<file path="config.mk">
export PLATFORM = sky130hd
export DESIGN_NAME = mem_arbiter
export DESIGN_NICKNAME = d
export VERILOG_FILES = /design/src/rtl/mem_arbiter.sv
export SDC_FILE = /design/constraint.sdc
export NUM_CORES = 1
export LEC_CHECK = 0
export ABC_AREA = 1
export BUFFER_PORTS_ARGS = -buffer_cell sky130_fd_sc_hd__buf_4
export CAP_MARGIN = 5
export CORE_AREA = 2 2 107 109
export DETAILED_ROUTE_END_ITERATION = 8
export DIE_AREA = 0 0 109 111
export PLACE_DENSITY = 0.54
export RECOVER_POWER = 50
export SETUP_SLACK_MARGIN = 0.3
export SLEW_MARGIN = 5
export SYNTH_ARGS = -nofsm -noshare
export SYNTH_HDL_FRONTEND = slang
export SYNTH_SLANG_ARGS = --single-unit
</file>
<file path="constraint.sdc">
create_clock -name clk -period 1.7 [get_ports clk]
set_input_delay 0.085 -clock clk [delete_from_list [all_inputs] [get_ports clk]]
set_output_delay 0.085 -clock clk [all_outputs]
set_load 0.02 [all_outputs]
</file>
<file path="src/rtl/mem_arbiter.sv">
// -----------------------------------------------------------------------------
// mem_arbiter
//
// Shares the single memory port between the instruction fetch unit (IF,
// read-only) and the load/store unit (LS, read/write). Exactly one memory
// transaction is outstanding at a time. A three-state machine (S_IDLE,
// S_REQ, S_RESP) picks a winner, presents its request until memory grants
// it, then waits for the response and forwards it to the winner.
//
// Build option:
//   MEM_ARB_RR_EN  defined   -> round-robin on ties (last_owner register,
//                               reset to LS so IF wins the first tie)
//                  undefined -> fixed priority, LS beats IF
//
// Ports:
//   clk, rst        clock, synchronous active-high reset
//   if_req/if_addr  IF request (held until if_rvalid) and address
//   if_rvalid/rdata IF single-cycle response strobe and read data
//   ls_req/addr/wen/wdata/wmask  LS request fields
//   ls_rvalid/rdata LS response strobe (read data or write ack) and data
//   mem_req/addr/wen/wdata/wmask request to memory, fields of the owner
//   mem_gnt         memory accepts the request this cycle
//   mem_rvalid/rdata memory response strobe and read data
// -----------------------------------------------------------------------------
module mem_arbiter (
   input  logic        clk,
   input  logic        rst,
   input  logic        if_req,
   input  logic [31:0] if_addr,
   output logic        if_rvalid,
   output logic [31:0] if_rdata,
   input  logic        ls_req,
   input  logic [31:0] ls_addr,
   input  logic        ls_wen,
   input  logic [31:0] ls_wdata,
   input  logic [3:0]  ls_wmask,
   output logic        ls_rvalid,
   output logic [31:0] ls_rdata,
   output logic        mem_req,
   output logic [31:0] mem_addr,
   output logic        mem_wen,
   output logic [31:0] mem_wdata,
   output logic [3:0]  mem_wmask,
   input  logic        mem_gnt,
   input  logic        mem_rvalid,
   input  logic [31:0] mem_rdata
);

   typedef enum logic [1:0] {
      S_IDLE = 2'd0,
      S_REQ  = 2'd1,
      S_RESP = 2'd2
   } state_t;

   typedef enum logic {
      OWN_IF = 1'b0,
      OWN_LS = 1'b1
   } owner_t;

   state_t state_q, state_d;
   owner_t owner_q, owner_d;
   logic   mem_req_q, mem_req_d;
   owner_t winner_s;
   logic   resp_done_s;

`ifdef MEM_ARB_RR_EN
   owner_t last_owner_q, last_owner_d;

   // Round-robin pick: on a tie the requester that did not finish last wins.
   always_comb begin
      winner_s = OWN_IF;
      if (if_req && ls_req) begin
         winner_s = (last_owner_q == OWN_LS) ? OWN_IF : OWN_LS;
      end else if (ls_req) begin
         winner_s = OWN_LS;
      end else begin
         winner_s = OWN_IF;
      end
   end

   // Remember who completed most recently.
   always_comb begin
      last_owner_d = last_owner_q;
      if (resp_done_s) begin
         last_owner_d = owner_q;
      end else begin
         last_owner_d = last_owner_q;
      end
   end

   // Round-robin history register.
   always_ff @(posedge clk) begin
      if (rst) begin
         last_owner_q <= OWN_LS;
      end else begin
         last_owner_q <= last_owner_d;
      end
   end
`else
   // Fixed priority pick: LS beats IF.
   always_comb begin
      winner_s = OWN_IF;
      if (ls_req) begin
         winner_s = OWN_LS;
      end else begin
         winner_s = OWN_IF;
      end
   end
`endif

   // A response completes either together with the grant or later in S_RESP;
   // mem_rvalid outside those windows (e.g. in S_IDLE) is dropped.
   always_comb begin
      resp_done_s = 1'b0;
      if (state_q == S_REQ) begin
         resp_done_s = mem_gnt && mem_rvalid;
      end else if (state_q == S_RESP) begin
         resp_done_s = mem_rvalid;
      end else begin
         resp_done_s = 1'b0;
      end
   end

   // Next-state logic for the transaction sequencer.
   always_comb begin
      state_d = state_q;
      owner_d = owner_q;
      case (state_q)
         S_IDLE: begin
            if (if_req || ls_req) begin
               owner_d = winner_s;
               state_d = S_REQ;
            end else begin
               state_d = S_IDLE;
            end
         end
         S_REQ: begin
            if (mem_gnt && mem_rvalid) begin
               state_d = S_IDLE;
            end else if (mem_gnt) begin
               state_d = S_RESP;
            end else begin
               state_d = S_REQ;
            end
         end
         S_RESP: begin
            if (mem_rvalid) begin
               state_d = S_IDLE;
            end else begin
               state_d = S_RESP;
            end
         end
         default: begin
            state_d = S_IDLE;
         end
      endcase
      mem_req_d = (state_d == S_REQ);
   end

   // Sequencer state, owner and registered memory request.
   always_ff @(posedge clk) begin
      if (rst) begin
         state_q   <= S_IDLE;
         owner_q   <= OWN_IF;
         mem_req_q <= 1'b0;
      end else begin
         state_q   <= state_d;
         owner_q   <= owner_d;
         mem_req_q <= mem_req_d;
      end
   end

   // Memory-side fields follow the owner at all times; mem_wen is forced low
   // whenever no request is presented so a stale LS write never leaks out.
   always_comb begin
      if (owner_q == OWN_LS) begin
         mem_addr  = ls_addr;
         mem_wdata = ls_wdata;
         mem_wmask = ls_wmask;
         mem_wen   = mem_req_q && ls_wen;
      end else begin
         mem_addr  = if_addr;
         mem_wdata = 32'h0000_0000;
         mem_wmask = 4'h0;
         mem_wen   = 1'b0;
      end
   end

   assign mem_req   = mem_req_q;
   assign if_rvalid = resp_done_s && (owner_q == OWN_IF);
   assign ls_rvalid = resp_done_s && (owner_q == OWN_LS);
   assign if_rdata  = mem_rdata;
   assign ls_rdata  = mem_rdata;

endmodule

</file>
==> results.toml <==
[yosys]
synth.most_common_cell = "nand2_1"
synthTopCellsByCount = "137 x nand2_1, 70 x buf_4, 41 x inv_1"
synth_area_leaders = "buf_4 38%, nand2_1 37%, inv_1 11%"
synth.net_count = 409
synth_top_cell_area_share_pct = 37.63
async_reset_ff_share_pct = 0
ys_types = 12
ys_seq_elements = 4
syn_inst = 270
synth_top_cell_by_area = "buf_4"
synth_edf_count = 0
syn_area_sq_um = 1396
synth_seq_area_share_pct = 5.735
ys_warn_count = 0
synthFlopType = "dfxtp_1"
syn-mean-instance-area_sq_um = 5.172

[timing]
period_minus_slack_ps = 1278
tightest_slew_ps = 344.0
setup_violations = 0
timing.fmax_ghz = 0.7822
hold_viol = 0
fin_setup_tns_ps = 0
finalCritPeriodShare_pct = 75.20
rsz0062_at_grt = "no"
maxSlewViolCount = 0
maxSlewHeadroom_pct = 77.07
skew_ps = 3.865
holdWs_ps = 35.36

[global_routing]
grt_most_used_layer = "met2"
grtUsageTotal_pct = 7.775
antenna_found_initial = 0
grt_overflow = 0
met2_usage_pct = 13.25
grt_pass1_wl_microns = 7569
grt_max_degree = 38
grt_pass1_vias = 1711
use_met3_pct = 2.646
use_met1_pct = 7.859

[finish]
finalCoreUtilization_pct = 21.89
area_growth_pct = 73.66
stdcell_count = 521
drive_gt1_share_pct = 48.94
layout.nets = 519
diodes = 0

[run_status]
status = "completed"

[power_and_ir_drop]
switchingPower_mw = 0.4843
leakage_nw = 1.667
comb_power_share_pct = 62.2
power.density_nw_per_um2 = 523.7
p_clk_share_pct = 29.1
seqPwrFrac_pct = 8.8
power.total_mw = 1.270
internal-power_mw = 0.7856
switching_share_pct = 38.13
irDropWorstVdd_mv = 0.2269

[cts]
clockBufferDepth = 2
tritoncts = "built"
numCtsBuffers = 3
clk_pin_slew_ps = 30
cts_max_level = 1
clockRootBuffer = "clkbuf_16"
cts.sinks = 4
cts_hold_buf = 0
clkLatencyLatePin_ps = 230

[floorplanning]
die-area_sq_um = 12100
coreArea_sq_um = 11080
io_pins = 275
die_x_microns = 109
std_cell_rows = 39
start_util_pct = 12.61
die_h_microns = 111

[place]
dp_hpwl_microns = 4297
dpl.cell_count = 518
gp_congestion = 0.7029
io_buffers = 178

[route]
ant_nets = 0
routed_wirelength_microns = 5104
via_count = 1801
drc = 0
drt_first_pass_iters = 4
drt-initial-drc-count = 18
routedWlPerCell_microns = 9.797
via_per_inst = 3.457

[critical_path]
r2r_end = "owner_q"
startpoint_type = "flop"
reg2reg_setup_slack_ps = 810
endpoint_kind = "output port"
reg2reg_from = "owner_q"
r2r_cells = 3
cp.arrival_ps = 1190
crit_fanout = 34
path_class = "reg2out"
critPathRequiredTime_ps = 1620

[min_path]
holdPathStages = 2
min_from = "rst"
holdCritPathClass = "in2reg"
hold_end = "owner_q"

[job]
maxCapViolCount = 0
## layer usage
layer	vias to the layer above	part of all wire, %
met2	115	48
met5	-	0
met4	0	5.2
met3	28	13
li1	919	-
met1	739	34
## cell families after synthesis
logic type | synth area share [%]
AOI/OAI and AO/OA | 1.702
DFF | 5.735
buffers and inverters | 53.14
and+or+nand+nor | 39.43
## worst max path at each step
stage               slack, ps  cells past startpoint      endpoint  startpoint
floorplan                 710                      4     ls_rvalid     owner_q
global route              320                      4  mem_addr[18]     owner_q
global placement          610                      4  mem_addr[18]     owner_q
finish                    420                      4  mem_addr[28]     owner_q
CTS                       330                      4  mem_addr[10]     owner_q
detailed placement        570                      4  mem_addr[10]     owner_q
## layout make-up
class	instances	area, sq um
clock buffer	3	75.07
fill	1252	8652
inverter	42	160.2
multi-input combinational	149	574.3
sequential	4	81.33
tap	143	178.9
timing repair buffer	180	1355
## power by group through the flow
stage               logic (mW)  registers (mW)  clock network (mW)
floorplan                0.611           0.111                   0
global placement         0.791           0.112                   0
detailed placement       0.797           0.112                   0
CTS                      0.800           0.111               0.377
global route             0.857           0.112               0.386
finish                   0.789           0.111               0.369
## cells in the final DEF (no fill, tap or decap), drive strengths merged
cell,instances
buf,179
nand2,137
inv,42
nor2,5
clkbuf,4
dfxtp,4
a21oi,3
nand3,2
o21ai,1
nand3b,1
## critical path, stage by stage (launching register included)
cell and delay [ps]:
dfxtp_2 330, inv_4 270, nand2_1 140, nand2_1 80, buf_4 130
## registers in the layout, summed over array words and instances, names as in the netlist
register,cells
owner_q,1
state_q,2
mem_req,1
## stage by stage
stage	area [sq um]	setup WS, ps
after floorplan	1396	713.8
after CTS	2421	329.1
after global routing	2425	323.2
final	2425	421.6
after detailed placement	2346	571.5
after global placement	2346	605.3
## timing repair
item,in CTS,in global routing
setup buffers,0,0
endpoints found under the setup margin,0,26
resized for setup,0,2
Power figures use the tool's default switching activity.
